===== src/rtl/regfile_wb_arbiter_if.sv =====
// -----------------------------------------------------------------------------
// regfile_wb_arbiter_if
// Purpose : Bundles the writeback request ports of the two requesters, the
//           pipeline hold input and the registered register-file write port
//           used by regfile_wb_arbiter.
// Params  : DATA_W - width of the write data
//           CNT_W  - width of the conflict counter
// Signals : hold                          pipeline writeback freeze
//           reqN_valid/addr/data/ready    requester N handshake (N = 0 ALU, 1 load)
//           reg_write/waddr/wdata         registered register-file write port
//           conflict_cnt                  saturating count of conflict cycles
// Modports: master - the pipeline side (drives requests, sees the write port)
//           slave  - the arbiter
//
// Handshake: a requester raises reqN_valid with stable addr/data; a transfer
// happens at every rising clk edge where reqN_valid and reqN_ready are both 1.
// reqN_ready is combinational and never depends on itself.
// -----------------------------------------------------------------------------
interface regfile_wb_arbiter_if #(
  parameter int DATA_W = 16,
  parameter int CNT_W  = 8
) ();
  logic              hold;
  logic              req0_valid;
  logic [4:0]        req0_addr;
  logic [DATA_W-1:0] req0_data;
  logic              req0_ready;
  logic              req1_valid;
  logic [4:0]        req1_addr;
  logic [DATA_W-1:0] req1_data;
  logic              req1_ready;
  logic              reg_write;
  logic [4:0]        waddr;
  logic [DATA_W-1:0] wdata;
  logic [CNT_W-1:0]  conflict_cnt;

  modport master (
    output hold,
    output req0_valid, req0_addr, req0_data,
    input  req0_ready,
    output req1_valid, req1_addr, req1_data,
    input  req1_ready,
    input  reg_write, waddr, wdata, conflict_cnt
  );

  modport slave (
    input  hold,
    input  req0_valid, req0_addr, req0_data,
    output req0_ready,
    input  req1_valid, req1_addr, req1_data,
    output req1_ready,
    output reg_write, waddr, wdata, conflict_cnt
  );
endinterface


===== src/rtl/regfile_wb_arbiter.sv =====
// -----------------------------------------------------------------------------
// regfile_wb_arbiter
// Purpose : Arbitrates two writeback requesters (0 = ALU, 1 = load) onto a
//           single register-file write port with one cycle of latency.
//           Writes to register 0 are accepted but dropped. A hold input freezes
//           acceptance, the priority pointer and the conflict counter.
// Ports   : clk     - system clock, rising edge
//           arst_n  - asynchronous active-low reset
//           bus     - regfile_wb_arbiter_if.slave (requests, hold, write port,
//                     conflict counter)
// Params  : DATA_W, CNT_W - must match the connected interface instance.
// Config  : `define WB_ARB_RR_EN selects a 1-bit round-robin pointer on
//           conflicts; without it the load requester (1) always wins.
// -----------------------------------------------------------------------------
module regfile_wb_arbiter #(
  parameter int DATA_W = 16,
  parameter int CNT_W  = 8
) (
  input  logic                  clk,
  input  logic                  arst_n,
  regfile_wb_arbiter_if.slave   bus
);

  logic              grant1;
  logic              ready0;
  logic              ready1;
  logic              xfer;
  logic              conflict;
  logic [4:0]        sel_addr;
  logic [DATA_W-1:0] sel_data;

  logic              reg_write_q, reg_write_d;
  logic [4:0]        waddr_q,     waddr_d;
  logic [DATA_W-1:0] wdata_q,     wdata_d;
  logic [CNT_W-1:0]  cnt_q,       cnt_d;

`ifdef WB_ARB_RR_EN
  // 0: requester 0 wins the next conflict, 1: requester 1 wins it.
  logic              ptr_q, ptr_d;
`endif

  // Grant selection: a lone valid requester always owns the grant; on a
  // conflict the pointer (or fixed load priority) decides.
  always_comb begin
    conflict = bus.req0_valid & bus.req1_valid;
`ifdef WB_ARB_RR_EN
    grant1   = bus.req1_valid & (~bus.req0_valid | ptr_q);
`else
    grant1   = bus.req1_valid;
`endif
    // arst_n gates the readies so nothing is accepted while reset is held.
    ready0   = arst_n & ~bus.hold & bus.req0_valid & ~grant1;
    ready1   = arst_n & ~bus.hold & grant1;
    xfer     = ready0 | ready1;
    sel_addr = ready1 ? bus.req1_addr : bus.req0_addr;
    sel_data = ready1 ? bus.req1_data : bus.req0_data;
  end

  always_comb begin
    reg_write_d = 1'b0;
    waddr_d     = waddr_q;
    wdata_d     = wdata_q;
    cnt_d       = cnt_q;
    if (xfer) begin
      // Register 0 is hard-wired: accept the request but suppress the write.
      reg_write_d = (sel_addr != 5'd0);
      waddr_d     = sel_addr;
      wdata_d     = sel_data;
    end
    if (conflict && !bus.hold && (cnt_q != {CNT_W{1'b1}})) begin
      cnt_d = cnt_q + CNT_W'(1);
    end
  end

`ifdef WB_ARB_RR_EN
  // After any transfer the pointer favours the other requester; hold blocks
  // transfers and so freezes it implicitly.
  always_comb begin
    ptr_d = ptr_q;
    if (ready0) begin
      ptr_d = 1'b1;
    end else if (ready1) begin
      ptr_d = 1'b0;
    end
  end

  always_ff @(posedge clk or negedge arst_n) begin
    if (!arst_n) begin
      ptr_q <= 1'b0;
    end else begin
      ptr_q <= ptr_d;
    end
  end
`endif

  always_ff @(posedge clk or negedge arst_n) begin
    if (!arst_n) begin
      reg_write_q <= 1'b0;
      waddr_q     <= 5'd0;
      wdata_q     <= '0;
      cnt_q       <= '0;
    end else begin
      reg_write_q <= reg_write_d;
      waddr_q     <= waddr_d;
      wdata_q     <= wdata_d;
      cnt_q       <= cnt_d;
    end
  end

  assign bus.req0_ready   = ready0;
  assign bus.req1_ready   = ready1;
  assign bus.reg_write    = reg_write_q;
  assign bus.waddr        = waddr_q;
  assign bus.wdata        = wdata_q;
  assign bus.conflict_cnt = cnt_q;

endmodule


===== src/flat_wrapper.sv =====
// flat-port wrapper written by rule: the top's interface ports become plain ports
module regfile_wb_arbiter_flat 
#(
  parameter int DATA_W = 16,
  parameter int CNT_W  = 8
)
  (clk, arst_n, bus_hold, bus_req0_valid, bus_req0_addr, bus_req0_data, bus_req0_ready, bus_req1_valid, bus_req1_addr, bus_req1_data, bus_req1_ready, bus_reg_write, bus_waddr, bus_wdata, bus_conflict_cnt);
  regfile_wb_arbiter_if #(.DATA_W(DATA_W), .CNT_W(CNT_W)) bus_i ();
  input  logic clk;
  input  logic arst_n;
  input wire logic [$bits(bus_i.hold)-1:0] bus_hold;
  input wire logic [$bits(bus_i.req0_valid)-1:0] bus_req0_valid;
  input wire logic [$bits(bus_i.req0_addr)-1:0] bus_req0_addr;
  input wire logic [$bits(bus_i.req0_data)-1:0] bus_req0_data;
  output wire logic [$bits(bus_i.req0_ready)-1:0] bus_req0_ready;
  input wire logic [$bits(bus_i.req1_valid)-1:0] bus_req1_valid;
  input wire logic [$bits(bus_i.req1_addr)-1:0] bus_req1_addr;
  input wire logic [$bits(bus_i.req1_data)-1:0] bus_req1_data;
  output wire logic [$bits(bus_i.req1_ready)-1:0] bus_req1_ready;
  output wire logic [$bits(bus_i.reg_write)-1:0] bus_reg_write;
  output wire logic [$bits(bus_i.waddr)-1:0] bus_waddr;
  output wire logic [$bits(bus_i.wdata)-1:0] bus_wdata;
  output wire logic [$bits(bus_i.conflict_cnt)-1:0] bus_conflict_cnt;
  assign bus_i.hold = bus_hold;
  assign bus_i.req0_valid = bus_req0_valid;
  assign bus_i.req0_addr = bus_req0_addr;
  assign bus_i.req0_data = bus_req0_data;
  assign bus_req0_ready = bus_i.req0_ready;
  assign bus_i.req1_valid = bus_req1_valid;
  assign bus_i.req1_addr = bus_req1_addr;
  assign bus_i.req1_data = bus_req1_data;
  assign bus_req1_ready = bus_i.req1_ready;
  assign bus_reg_write = bus_i.reg_write;
  assign bus_waddr = bus_i.waddr;
  assign bus_wdata = bus_i.wdata;
  assign bus_conflict_cnt = bus_i.conflict_cnt;
  regfile_wb_arbiter #(.DATA_W(DATA_W), .CNT_W(CNT_W)) u_core (.clk(clk), .arst_n(arst_n), .bus(bus_i));
endmodule

===== config.mk =====
export PLATFORM = sky130hd
export DESIGN_NAME = regfile_wb_arbiter_flat
export DESIGN_NICKNAME = d
export VERILOG_FILES = /design/src/rtl/regfile_wb_arbiter_if.sv /design/src/rtl/regfile_wb_arbiter.sv /design/src/flat_wrapper.sv
export SDC_FILE = /design/constraint.sdc
export NUM_CORES = 1
export LEC_CHECK = 0
export ABC_AREA = 1
export BUFFER_PORTS_ARGS = -buffer_cell sky130_fd_sc_hd__buf_2
export CORE_MARGIN = 1.5
export CORE_UTILIZATION = 38
export CTS_CLUSTER_SIZE = 16
export DETAILED_ROUTE_END_ITERATION = 8
export PLACE_DENSITY = 0.69
export SYNTH_ARGS = -nofsm -noshare
export SYNTH_HDL_FRONTEND = slang
export SYNTH_SLANG_ARGS = --single-unit

===== constraint.sdc =====
create_clock -name clk -period 3.8 [get_ports clk]
set_input_delay 1.14 -clock clk [delete_from_list [all_inputs] [get_ports clk]]
set_output_delay 1.14 -clock clk [all_outputs]
set_load 0.05 [all_outputs]

==> impl_metrics.ini <==
[yosys]
synth_top_family_by_area = simple AND/OR/NAND/NOR gates
synth_compound_area_frac = 0.0920
ys_top_cells_by_area = dfrtp_1 (48%), nand2_1 (16%), nor2_1 (8.9%), o21ai_1 (4.5%), inv_1 (3.4%)
seq_area_frac_synth = 0.480
syn_inst = 204
synth_top_area_share = 0.480
muxShareOfSynthArea = 0
yosys.area.top_type = dfrtp_1
yosys.area_share.adder = 0.00800
netlist_area_um2 = 1560
postSynthAreaPerCell_um2 = 7.67
ys_types = 21
synth_fp_nets = 252
yosysWarnings = 0
synth-xor-area-share = 0.0336
synth_simple_gate_area_share = 0.309
synth-seq-cells = 30

[clocking]
cts_buffer_depth = 2
cts_tree = built
ctsRootBufferMaster = clkbuf_8
postCtsSetupBuffers = 0
clock-sinks = 30
hold_buffers = 0
cts.htree.levels = 2
cts.repair.resized = 0
cts-buffers-inserted = 5
clkTransAtPathRegs_ps = 60
worstSkewPairLatency_ps = 270

[sta]
skew_ps = 2.11
slew_viol_final = 0
grt_setup_unrepaired = false
setup_violations = 0
worst_slack_ps = 759
hold_viol_final = 0
max_freq_mhz = 329
tightest_slew_ps = 969
max-slew-margin-rel = 0.352
hold_ws_ps = 474
final.setup.tns_ps = 0
fin_crit_ps = 3040
fin_crit_sh = 0.800

[placement]
dp_slack_ps = 754
placed_cell_area_um2 = 1980
dp_hpwl_um = 2800
portBuffers = 78
globalplace.congestion = 0.814

[drt]
dr_wl_met3_um = 141
dr.pass1.iters = 4
routed-wl-met2_um = 1870
postRouteAntennaNets = 0
highest_layer = met4
drt-total-wl_um = 3780
drtIter0Drc = 76
routed-via-count = 1526
viasPerCell = 4.56
detail_route.wl_per_cell_um = 11.3
drc = 0
m1WireLength_um = 1700

[setup_path]
path_class = in -> out
worstPathArrival_ps = 1900
path_cells = buf_2 -> inv_2 -> nor2_4 -> nand3b_1 -> inv_1 -> buf_2
worst-path-buf-inv = 4
crit_fanout = 4
crit_slowest_cell = buf_2
crit_top_cell = buf_2
cpPeakStageDelay_ps = 260
cp_data_required_time_ps = 2660
cp-end-kind = output port
path_delay_family = buffers and inverters
ff2ff_setup_slack_ps = 2270
crit_cells = 6
cp-start-kind = input port
rr_worst_depth = 8

[die]
start_util = 0.394
dieHeight_um = 67.2
die_x_um = 67.2
core_area_um2 = 3970
rows = 23
dieArea_um2 = 4510
ios = 79

[worst_hold_path]
hp-class = reg -> reg
min_path_cells = 2

[grt]
grt_max_degree = 43
grt_pass1_wl_um = 6380
antenna_found_initial = 0
grt_usage = 0.190
gr-total-overflow = 0
grt_pass1_vias = 1453

[power]
power.density_nw_per_um2 = 531
p_total_mw = 1.10
power_leakage_nw = 1.22
vdd_ir_drop_max_mv = 0.290

[finish]
multi_input_area_um2 = 692
synthToLayoutAreaGrowth_pct = 32.3
fin_area_um2 = 2070
drive_gt1_frac = 0.330
fill_cells = 419
fin_nets = 332
n_antenna_cell = 0
seq_area_um2 = 751

[run_status]
status = finished clean

[job]
drv_cap = 0
## layout make-up
| type | count | share of cell area |
|---|---|---|
| clock buffer | 7 | 0.0417 |
| clock inverter | 1 | 0.00242 |
| inverter | 16 | 0.0290 |
| multi-input combinational | 150 | 0.334 |
| sequential | 30 | 0.363 |
| tap | 50 | 0.0302 |
| timing repair buffer | 81 | 0.200 |
## stage by stage
stage | cells | util
2_1_floorplan | 204 | -
3_3_place_gp | 327 | 0.498
3_5_place_dp | 327 | 0.498
4_1_cts | 335 | 0.521
5_1_grt | 335 | 0.521
6_report | 335 | 0.521
## per-layer routing
layer | up-vias | global-route usage
met2 | 36 | 0.330
met1 | 691 | 0.234
met3 | 6 | 0.0350
li1 | 793 | -
met4 | 0 | 0.0740
met5 | - | 0
## kinds of logic after synthesis
kind of cell,Yosys count
adder cells (fa/ha/maj),1
AO/OA/AOI/OAI,26
AND/OR/NAND/NOR,117
XOR/XNOR,6
buffers and inverters,24
flip-flops,30
## Yosys cell counts
master	n
a22oi_1	1
buf_2	4
buf_4	1
buf_6	3
dfrtp_1	30
ha_1	1
inv_1	14
inv_2	2
nand2_1	66
nand2_2	1
nand3_1	8
nand3_4	1
nand3b_1	2
nand4_1	1
nor2_1	37
nor2_4	1
o21ai_0	10
o21ai_1	14
o21ai_4	1
xnor2_1	3
xor2_1	3
## worst min-delay path: stages (launching register included)
cell	delay, ps
dfrtp_1	340
nand2_1	50
nand2_1	50
## cells in the final DEF (no fill, tap or decap), drive strengths merged
master	synthesis	final
nand3b	2	2
nand4	1	1
dfrtp	30	30
nand2	67	67
nor2	38	38
xnor2	3	3
nand3	9	9
clkbuf	0	7
buf	8	81
ha	1	1
xor2	3	3
inv	16	16
clkinv	0	1
a22oi	1	1
o21ai	25	25
## state kept, by name, summed over array words and instances (netlist names)
register,cells
u_core.bus.conflict_cnt,8
u_core.bus.reg_write,1
u_core.bus.wdata,16
u_core.bus.waddr,5
## final timing paths
| kind | from | to |
|---|---|---|
| min in group asynchronous | arst_n | u_core.bus.wdata[13]$_DFFE_PN0P_ |
| worst max-delay path | arst_n | bus_req0_ready |
| worst max register to register | u_core.bus.conflict_cnt[0]$_DFFE_PN0P_ | u_core.bus.conflict_cnt[3]$_DFFE_PN0P_ |
| max in group asynchronous | arst_n | u_core.bus.wdata[0]$_DFFE_PN0P_ |
| worst min-delay path | u_core.bus.wdata[2]$_DFFE_PN0P_ | u_core.bus.wdata[2]$_DFFE_PN0P_ |
| worst min register to register | u_core.bus.wdata[2]$_DFFE_PN0P_ | u_core.bus.wdata[2]$_DFFE_PN0P_ |
## where the power goes
| group | internal, mW | switching [mW] | leakage (nW) | total [mW] |
|---|---|---|---|---|
| logic | 0.107 | 0.310 | 0.795 | 0.417 |
| clock network | 0.146 | 0.115 | 0.0482 | 0.261 |
| registers | 0.377 | 0.0433 | 0.374 | 0.420 |
No activity file was read; power rests on OpenSTA's default activity.
